## src/rtl/slave_bus_hub_pkg.sv

```systemverilog
// Shared constants and types for the slave bus hub: local register map,
// error bit positions and the read pipeline entry.
package slave_bus_hub_pkg;

   localparam logic [1:0] REG_PENDING = 2'd0;
   localparam logic [1:0] REG_MASK    = 2'd1;
   localparam logic [1:0] REG_STATUS  = 2'd2;
   localparam logic [1:0] REG_VERSION = 2'd3;

   // Channel field in the pipeline is sized for the largest supported hub (16 channels).
   localparam int MAX_CH_BITS = 4;

   typedef enum logic [0:0] {
      ERR_WR_OOR = 1'b0,
      ERR_RD_OOR = 1'b1
   } err_bit_e;

   typedef struct packed {
      logic                   valid;
      logic                   is_local;
      logic                   oor;
      logic [MAX_CH_BITS-1:0] ch;
   } rd_entry_t;

endpackage

```

## src/rtl/slave_bus_hub_if.sv

```systemverilog
// Virtual slave bus plus the fanned-out per-channel sub-slave bus.
// master = bus driver / sub-slave side, slave = the hub itself.
interface slave_bus_hub_if #(
   parameter int C_CH_COUNT      = 4,
   parameter int C_ADDR_BITS     = 16,
   parameter int C_SUB_ADDR_BITS = 12
);
   logic                       S_WE;
   logic [C_ADDR_BITS-1:0]     S_WADDR;
   logic [31:0]                S_WDATA;
   logic                       S_RE;
   logic [C_ADDR_BITS-1:0]     S_RADDR;
   logic [31:0]                S_RDATA;
   logic [C_CH_COUNT-1:0]      M_WE;
   logic [C_SUB_ADDR_BITS-1:0] M_WADDR;
   logic [31:0]                M_WDATA;
   logic [C_CH_COUNT-1:0]      M_RE;
   logic [C_SUB_ADDR_BITS-1:0] M_RADDR;
   logic [32*C_CH_COUNT-1:0]   M_RDATA;
   logic [C_CH_COUNT-1:0]      M_BUSY;
   logic [C_CH_COUNT-1:0]      M_INTR;
   logic                       BUSY;
   logic                       INTR;

   modport master (
      output S_WE, S_WADDR, S_WDATA, S_RE, S_RADDR, M_RDATA, M_BUSY, M_INTR,
      input  S_RDATA, M_WE, M_WADDR, M_WDATA, M_RE, M_RADDR, BUSY, INTR
   );

   modport slave (
      input  S_WE, S_WADDR, S_WDATA, S_RE, S_RADDR, M_RDATA, M_BUSY, M_INTR,
      output S_RDATA, M_WE, M_WADDR, M_WDATA, M_RE, M_RADDR, BUSY, INTR
   );
endinterface

```

## src/rtl/slave_bus_hub_regs.sv

```systemverilog
// Local register block: PENDING (edge-set, W1C), MASK, ERR and the
// registered BUSY / INTR summaries.
module slave_bus_hub_regs
   import slave_bus_hub_pkg::*;
#(
   parameter int          C_CH_COUNT = 4,
   parameter logic [31:0] C_VERSION  = 32'h0001_0000
) (
   input  logic                  clk,
   input  logic                  rst,
   input  logic                  wr_en,
   input  logic [1:0]            wr_idx,
   input  logic [C_CH_COUNT-1:0] wr_data,
   input  logic                  wr_oor,
   input  logic                  rd_oor,
   input  logic [1:0]            rd_idx,
   input  logic [C_CH_COUNT-1:0] m_busy,
   input  logic [C_CH_COUNT-1:0] m_intr,
   output logic [31:0]           rd_data,
   output logic                  busy,
   output logic                  intr
);

   logic [C_CH_COUNT-1:0] pending;
   logic [C_CH_COUNT-1:0] mask;
   logic [C_CH_COUNT-1:0] intr_prev;
   logic [C_CH_COUNT-1:0] rise;
   logic [C_CH_COUNT-1:0] pend_clr;
   logic [1:0]            err;
   logic [1:0]            err_set;
   logic [1:0]            err_clr;

   always_comb begin
      rise                 = m_intr & ~intr_prev;
      pend_clr             = (wr_en && (wr_idx == REG_PENDING)) ? wr_data : '0;
      err_clr              = (wr_en && (wr_idx == REG_STATUS)) ? 2'b11 : 2'b00;
      err_set              = 2'b00;
      err_set[ERR_WR_OOR]  = wr_oor;
      err_set[ERR_RD_OOR]  = rd_oor;
   end

   // New edges and error events are OR-ed in after the clear, so a set beats a same-cycle clear.
   always_ff @(posedge clk) begin
      if (rst) begin
         pending   <= '0;
         mask      <= '0;
         intr_prev <= '0;
         err       <= 2'b00;
         busy      <= 1'b0;
         intr      <= 1'b0;
      end else begin
         pending   <= (pending & ~pend_clr) | rise;
         mask      <= (wr_en && (wr_idx == REG_MASK)) ? wr_data : mask;
         intr_prev <= m_intr;
         err       <= (err & ~err_clr) | err_set;
         busy      <= |m_busy;
         intr      <= |(pending & mask);
      end
   end

   always_comb begin
      rd_data = 32'h0;
      case (rd_idx)
         REG_PENDING: rd_data[C_CH_COUNT-1:0] = pending;
         REG_MASK:    rd_data[C_CH_COUNT-1:0] = mask;
         REG_STATUS: begin
            rd_data[C_CH_COUNT-1:0] = m_busy;
            rd_data[17:16]          = err;
         end
         REG_VERSION: rd_data = C_VERSION;
         default:     rd_data = 32'h0;
      endcase
   end

endmodule

```

## src/rtl/slave_bus_hub.sv

```systemverilog
// Fans one virtual slave bus out to C_CH_COUNT sub-slaves by address decode;
// write path has 1-cycle latency, read return is aligned to 3 cycles.
module slave_bus_hub
   import slave_bus_hub_pkg::*;
#(
   parameter int          C_CH_COUNT      = 4,
   parameter int          C_ADDR_BITS     = 16,
   parameter int          C_SUB_ADDR_BITS = 12,
   parameter logic [31:0] C_VERSION       = 32'h0001_0000
) (
   input logic            CLK,
   input logic            RST,
   slave_bus_hub_if.slave bus
);

   localparam int CH_BITS = (C_CH_COUNT > 1) ? $clog2(C_CH_COUNT) : 1;
   localparam int HI_LSB  = C_SUB_ADDR_BITS + CH_BITS;
   // Bits strictly between the channel field and the local-select MSB must be zero.
   localparam logic [C_ADDR_BITS-1:0] HI_MASK =
      (C_ADDR_BITS'(1) << (C_ADDR_BITS - 1)) - (C_ADDR_BITS'(1) << HI_LSB);

   typedef struct packed {
      logic                       is_local;
      logic                       oor;
      logic [CH_BITS-1:0]         ch;
      logic [C_SUB_ADDR_BITS-1:0] offset;
   } dec_t;

   function automatic dec_t decode(input logic [C_ADDR_BITS-1:0] addr);
      dec_t d;
      d.is_local = addr[C_ADDR_BITS-1];
      d.ch       = addr[C_SUB_ADDR_BITS +: CH_BITS];
      d.offset   = addr[C_SUB_ADDR_BITS-1:0];
      d.oor      = !d.is_local && ((|(addr & HI_MASK)) || (int'(d.ch) >= C_CH_COUNT));
      return d;
   endfunction

   dec_t                    wdec;
   dec_t                    rdec;
   logic [C_CH_COUNT-1:0]   wsel;
   logic [C_CH_COUNT-1:0]   rsel;
   logic [31:0]             loc_rdata;
   logic                    reg_busy;
   logic                    reg_intr;
   rd_entry_t               rd1;
   rd_entry_t               rd2;
   logic [31:0]             ldata1;
   logic [31:0]             ldata2;

   always_comb begin
      wdec = decode(bus.S_WADDR);
      rdec = decode(bus.S_RADDR);
      wsel = (bus.S_WE && !wdec.is_local && !wdec.oor) ? (C_CH_COUNT'(1) << wdec.ch) : '0;
      rsel = (bus.S_RE && !rdec.is_local && !rdec.oor) ? (C_CH_COUNT'(1) << rdec.ch) : '0;
   end

   slave_bus_hub_regs #(
      .C_CH_COUNT (C_CH_COUNT),
      .C_VERSION  (C_VERSION)
   ) u_regs (
      .clk     (CLK),
      .rst     (RST),
      .wr_en   (bus.S_WE && wdec.is_local),
      .wr_idx  (wdec.offset[1:0]),
      .wr_data (bus.S_WDATA[C_CH_COUNT-1:0]),
      .wr_oor  (bus.S_WE && wdec.oor),
      .rd_oor  (bus.S_RE && rdec.oor),
      .rd_idx  (rdec.offset[1:0]),
      .m_busy  (bus.M_BUSY),
      .m_intr  (bus.M_INTR),
      .rd_data (loc_rdata),
      .busy    (reg_busy),
      .intr    (reg_intr)
   );

   assign bus.BUSY = reg_busy;
   assign bus.INTR = reg_intr;

   always_ff @(posedge CLK) begin
      if (RST) begin
         bus.M_WE    <= '0;
         bus.M_WADDR <= '0;
         bus.M_WDATA <= 32'h0;
      end else begin
         bus.M_WE    <= wsel;
         bus.M_WADDR <= bus.S_WE ? wdec.offset : bus.M_WADDR;
         bus.M_WDATA <= bus.S_WE ? bus.S_WDATA : bus.M_WDATA;
      end
   end

   // Local read data is captured at issue and carried alongside the channel entries to stay aligned.
   always_ff @(posedge CLK) begin
      if (RST) begin
         bus.M_RE    <= '0;
         bus.M_RADDR <= '0;
         rd1         <= '0;
         rd2         <= '0;
         ldata1      <= 32'h0;
         ldata2      <= 32'h0;
         bus.S_RDATA <= 32'h0;
      end else begin
         bus.M_RE    <= rsel;
         bus.M_RADDR <= bus.S_RE ? rdec.offset : bus.M_RADDR;
         rd1         <= '{valid: bus.S_RE, is_local: rdec.is_local, oor: rdec.oor,
                          ch: MAX_CH_BITS'(rdec.ch)};
         ldata1      <= loc_rdata;
         rd2         <= rd1;
         ldata2      <= ldata1;
         if (!rd2.valid) begin
            bus.S_RDATA <= bus.S_RDATA;
         end else if (rd2.is_local) begin
            bus.S_RDATA <= ldata2;
         end else if (rd2.oor) begin
            bus.S_RDATA <= 32'h0;
         end else begin
            bus.S_RDATA <= bus.M_RDATA[32*int'(rd2.ch) +: 32];
         end
      end
   end

endmodule
```

## src/flat_wrapper.sv

```systemverilog
// flat-port wrapper written by rule: the top's interface ports become plain ports
module slave_bus_hub_flat import slave_bus_hub_pkg::*;
#(
   parameter int          C_CH_COUNT      = 4,
   parameter int          C_ADDR_BITS     = 16,
   parameter int          C_SUB_ADDR_BITS = 12,
   parameter logic [31:0] C_VERSION       = 32'h0001_0000
)
  (CLK, RST, bus_S_WE, bus_S_WADDR, bus_S_WDATA, bus_S_RE, bus_S_RADDR, bus_M_RDATA, bus_M_BUSY, bus_M_INTR, bus_S_RDATA, bus_M_WE, bus_M_WADDR, bus_M_WDATA, bus_M_RE, bus_M_RADDR, bus_BUSY, bus_INTR);
  slave_bus_hub_if #(.C_CH_COUNT(C_CH_COUNT), .C_ADDR_BITS(C_ADDR_BITS), .C_SUB_ADDR_BITS(C_SUB_ADDR_BITS)) bus_i ();
  input logic CLK;
  input logic RST;
  input wire logic [$bits(bus_i.S_WE)-1:0] bus_S_WE;
  input wire logic [$bits(bus_i.S_WADDR)-1:0] bus_S_WADDR;
  input wire logic [$bits(bus_i.S_WDATA)-1:0] bus_S_WDATA;
  input wire logic [$bits(bus_i.S_RE)-1:0] bus_S_RE;
  input wire logic [$bits(bus_i.S_RADDR)-1:0] bus_S_RADDR;
  input wire logic [$bits(bus_i.M_RDATA)-1:0] bus_M_RDATA;
  input wire logic [$bits(bus_i.M_BUSY)-1:0] bus_M_BUSY;
  input wire logic [$bits(bus_i.M_INTR)-1:0] bus_M_INTR;
  output wire logic [$bits(bus_i.S_RDATA)-1:0] bus_S_RDATA;
  output wire logic [$bits(bus_i.M_WE)-1:0] bus_M_WE;
  output wire logic [$bits(bus_i.M_WADDR)-1:0] bus_M_WADDR;
  output wire logic [$bits(bus_i.M_WDATA)-1:0] bus_M_WDATA;
  output wire logic [$bits(bus_i.M_RE)-1:0] bus_M_RE;
  output wire logic [$bits(bus_i.M_RADDR)-1:0] bus_M_RADDR;
  output wire logic [$bits(bus_i.BUSY)-1:0] bus_BUSY;
  output wire logic [$bits(bus_i.INTR)-1:0] bus_INTR;
  assign bus_i.S_WE = bus_S_WE;
  assign bus_i.S_WADDR = bus_S_WADDR;
  assign bus_i.S_WDATA = bus_S_WDATA;
  assign bus_i.S_RE = bus_S_RE;
  assign bus_i.S_RADDR = bus_S_RADDR;
  assign bus_i.M_RDATA = bus_M_RDATA;
  assign bus_i.M_BUSY = bus_M_BUSY;
  assign bus_i.M_INTR = bus_M_INTR;
  assign bus_S_RDATA = bus_i.S_RDATA;
  assign bus_M_WE = bus_i.M_WE;
  assign bus_M_WADDR = bus_i.M_WADDR;
  assign bus_M_WDATA = bus_i.M_WDATA;
  assign bus_M_RE = bus_i.M_RE;
  assign bus_M_RADDR = bus_i.M_RADDR;
  assign bus_BUSY = bus_i.BUSY;
  assign bus_INTR = bus_i.INTR;
  slave_bus_hub #(.C_CH_COUNT(C_CH_COUNT), .C_ADDR_BITS(C_ADDR_BITS), .C_SUB_ADDR_BITS(C_SUB_ADDR_BITS), .C_VERSION(C_VERSION)) u_core (.CLK(CLK), .RST(RST), .bus(bus_i));
endmodule
```

## config.mk

```make
export PLATFORM = sky130hd
export DESIGN_NAME = slave_bus_hub_flat
export DESIGN_NICKNAME = d
export VERILOG_FILES = /design/src/rtl/slave_bus_hub_pkg.sv /design/src/rtl/slave_bus_hub_if.sv /design/src/rtl/slave_bus_hub_regs.sv /design/src/rtl/slave_bus_hub.sv /design/src/flat_wrapper.sv
export SDC_FILE = /design/constraint.sdc
export NUM_CORES = 1
export LEC_CHECK = 0
export ABC_AREA = 1
export BUFFER_PORTS_ARGS = -buffer_cell sky130_fd_sc_hd__buf_4
export CELL_PAD_IN_SITES_DETAIL_PLACEMENT = 1
export CELL_PAD_IN_SITES_GLOBAL_PLACEMENT = 1
export CORE_MARGIN = 4
export CORE_UTILIZATION = 30
export CTS_CLUSTER_SIZE = 25
export DETAILED_ROUTE_END_ITERATION = 8
export PLACE_DENSITY = 0.86
export SLEW_MARGIN = 20
export SYNTH_ARGS = -nofsm -noshare
export SYNTH_HDL_FRONTEND = slang
export SYNTH_SLANG_ARGS = --single-unit
```

## constraint.sdc

```tcl
create_clock -name CLK -period 1.3 [get_ports CLK]
set_input_delay 0.065 -clock CLK [delete_from_list [all_inputs] [get_ports CLK]]
set_output_delay 0.065 -clock CLK [all_outputs]
set_load 0.05 [all_outputs]
```

==> results by group <==
Critical path
  – Slowest stage delay, CP: 0.57 ns
  – Crit-path slowest cell: dlygate4sd3_1
  – Max FO, Critical Path: 2
  – Crit path DAT: 1.56 ns
  – Crit path max-delay family: buffers and inverters
  – Crit-path cells: o21ai_1 > nor2_1 > dlygate4sd3_1
  – WP buf/inv: 1
  – Startpoint Class: flop
  – CP endpoint kind: flop
  – CP Data Required Time: 1.61 ns
  – Crit Path Class: flop to flop

Route
  – TritonRoute pass-1 iters: 4
  – Drt via density: 4.72
  – Drt wl/cell: 18.3 µm
  – Final ANT Viol Nets: 0
  – Total Wirelength: 29400 µm
  – Drc violations: 0
  – Initial DRC Count: 293
  – Vias post-DR: 7589

Clock tree
  – Num CTS Buffers: 17
  – Clock transition at path regs: 0.07 ns
  – Post-CTS Setup Repair Bufs: 0
  – Root buf cell: clkbuf_16
  – CTS tree: yes
  – Max Root-Sink Buffers: 2
  – CTS sink cnt: 134
  – CTS H-Tree Depth: 4
  – Clock latency on the worst-skew pair: 0.42 ns

STA
  – Setup-failing EPs final: 0
  – Slew at the pin with the worst max-slew slack: 0.451 ns
  – Final Worst Setup Slack: 0.0487 ns
  – Relative slew slack: 69.8%
  – Hold slack: -0.0161 ns
  – Tmin final: 1.25 ns
  – Clock Skew: 0.0127 ns
  – Final Hold Fails: 2
  – RSZ-0062 raised after global routing: no
  – Fmax achieved: 799 MHz
  – Period utilization: 96.3%
  – Fin. max-slew vios: 0
  – Sum Neg Setup Slack: 0 ns

Global routing
  – Initial antenna violation count: 1
  – Global-route wire length before repair: 43700 µm
  – Gr usage total: 25.1%
  – Largest net degree at the start of global routing: 49
  – Overflow after GRT: 0
  – Vias in the first global route: 8113

Floorplanning
  – FP Rows: 51
  – CORE AREA: 0.0197 mm²
  – Die Area: 0.0226 mm²
  – Initial Util: 30.9%
  – Die Ht: 150 µm
  – Die X: 150 µm
  – # IOs: 302

Placed design
  – Placed Cells: 1486
  – Port Buf Inserts: 301
  – RD Place Congestion: 0.805
  – Place WS: 0.142 ns
  – Hpwl dp: 17700 µm

Power
  – Pwr/cell area: 1160 mW/mm²
  – Static Leak: 5.37 nW
  – Peak VDD IR: 0.000856 V
  – Total power: 11.8 mW

Yosys
  – Synth Warn #: 0
  – Area contributors post-synth: dfxtp_1 (44%), nand2_1 (16%), inv_1 (10%)
  – Sequential fraction of the synthesis area: 44.0%
  – Cell taking the most area after synthesis: dfxtp_1
  – Mean post-synth cell area: 6.38 µm²
  – Post-synth EDFFs: 0
  – Cells after synthesis: 954
  – Synth cell types: 20
  – Yosys top cell area share: 44.0%
  – Cell area after synthesis: 0.00609 mm²
  – Post-synth top cells: nand2_1 (258), inv_1 (168), nor2_1 (139), dfxtp_1 (134), nand3_1 (83)
  – Register bit count reported by yosys: 134
  – Ys async rst share: 0%
  – Net Count, Synth: 1158
  – Ys flop type: dfxtp_1
  – Leading cell type by number of instances after synthesis: nand2_1

Status
  – Status: complete, but fails checks
  – Failing checks: hold timing

Cells and area
  – Post-Layout Cell Count: 1607
  – Synth-to-layout area growth: 66.5%
  – Final #Nets: 1532
  – Layout cells sized above 1: 27.0%
  – FF/Latch Area: 0.00268 mm²
  – Multi-input gate area: 0.00252 mm²
  – Layout fillers: 2521

Flow run
  – Max-cap check violation count: 0

Hold path
  – Class of the worst hold path: input port to flop
## tightest hold or removal path: cells and delay by family
| kind | cells | cell delay [ns] |
|---|---|---|
| AND/OR/NAND/NOR | 3 | 0.20 |
| buffers and inverters | 1 | 0.09 |
## per-stage QoR
stage / cell area [µm²] / utilization [%]
after floorplan: 6090 / -
after global placement: 8670 / 44.0
after detailed placement: 8670 / 44.0
after CTS: 10100 / 51.3
after global routing: 10100 / 51.4
final: 10100 / 51.4
## registers in the layout (all words and copies together) (netlist names)
| signal | count |
|---|---|
| u_core.bus.M_RADDR | 12 |
| u_core.bus.M_RE | 4 |
| u_core.bus.M_WADDR | 12 |
| u_core.bus.M_WDATA | 32 |
| u_core.bus.M_WE | 4 |
| u_core.bus.S_RDATA | 32 |
| u_core.ldata1 | 6 |
| u_core.ldata2 | 6 |
| u_core.rd1 | 5 |
| u_core.rd2 | 5 |
| u_core.u_regs.busy | 1 |
| u_core.u_regs.err | 2 |
| u_core.u_regs.intr | 1 |
| u_core.u_regs.intr_prev | 4 |
| u_core.u_regs.mask | 4 |
| u_core.u_regs.pending | 4 |
## cells in the final DEF (no fill, tap or decap), types with 2 or more instances in the layout
| cell type | synthesis | final |
|---|---|---|
| dlymetal6s4s_1 | 0 | 2 |
| dlygate4sd3_1 | 0 | 86 |
| nand2_1 | 258 | 258 |
| clkinv_2 | 0 | 2 |
| buf_4 | 1 | 312 |
| inv_1 | 168 | 168 |
| nand3_1 | 83 | 82 |
| dfxtp_1 | 134 | 133 |
| inv_2 | 4 | 4 |
| buf_12 | 0 | 8 |
| inv_6 | 0 | 6 |
| a21oi_1 | 41 | 41 |
| clkinvlp_4 | 0 | 2 |
| nor2_1 | 139 | 138 |
| o21ai_1 | 3 | 6 |
| nand4_1 | 2 | 2 |
| clkbuf_16 | 0 | 17 |
| clkinv_4 | 0 | 4 |
| o21ai_0 | 63 | 60 |
## cells by family (layout without fill, tap and decap cells)
logic type | after synthesis | in the layout | share of synthesized area (%)
buffers and inverters | 225 | 612 | 14.8
flip-flops | 134 | 134 | 44.0
AND/OR/NAND/NOR | 486 | 486 | 32.1
other | 0 | 1 | 0
AO/OA/AOI/OAI | 109 | 109 | 9.06
## path summary, 6_finish.rpt
| kind | startpoint | end | slack [ns] | depth (start not counted) |
|---|---|---|---|---|
| worst max-delay path | u_core.bus.M_RADDR[3] | u_core.bus.M_RADDR[3] | 0.05 | 3 |
| worst min-delay path | bus_S_WADDR[15] | u_core.bus.M_WE[3] | -0.02 | 4 |
| worst max register to register | u_core.bus.M_RADDR[3] | u_core.bus.M_RADDR[3] | 0.05 | 3 |
| worst min register to register | u_core.rd1[1] | u_core.rd2[1] | 0.40 | 2 |
## per-layer routing
layer / part of all wire [%] / track usage (%)
met2: 52 / 47.0
met1: 37 / 26.5
met3: 7.6 / 5.87
met5: 0 / 0
met4: 3.9 / 11.1
## layout make-up
class / instances / area share, %
timing repair buffer: 408 / 33.4
sequential: 134 / 26.5
multi-input combinational: 595 / 24.9
inverter: 172 / 6.37
clock buffer: 17 / 4.20
tap: 265 / 3.27
clock inverter: 15 / 1.41
antenna: 1 / 0.0247
## where the power goes
group | leakage (nW) | switching (mW) | internal, mW
Clock | 0.275 | 2.10 | 2.67
Sequential | 1.10 | 0.144 | 4.32
Combinational | 3.99 | 1.48 | 1.06
Total | 5.37 | 3.72 | 8.06
## timing repair
action                                  4_1_cts  5_1_grt
hold buffers                                 88        3
hold endpoints to repair                     89        2
endpoints found under the setup margin        0       10
gates resized for setup                       0        8
Power figures use the tool's default switching activity.
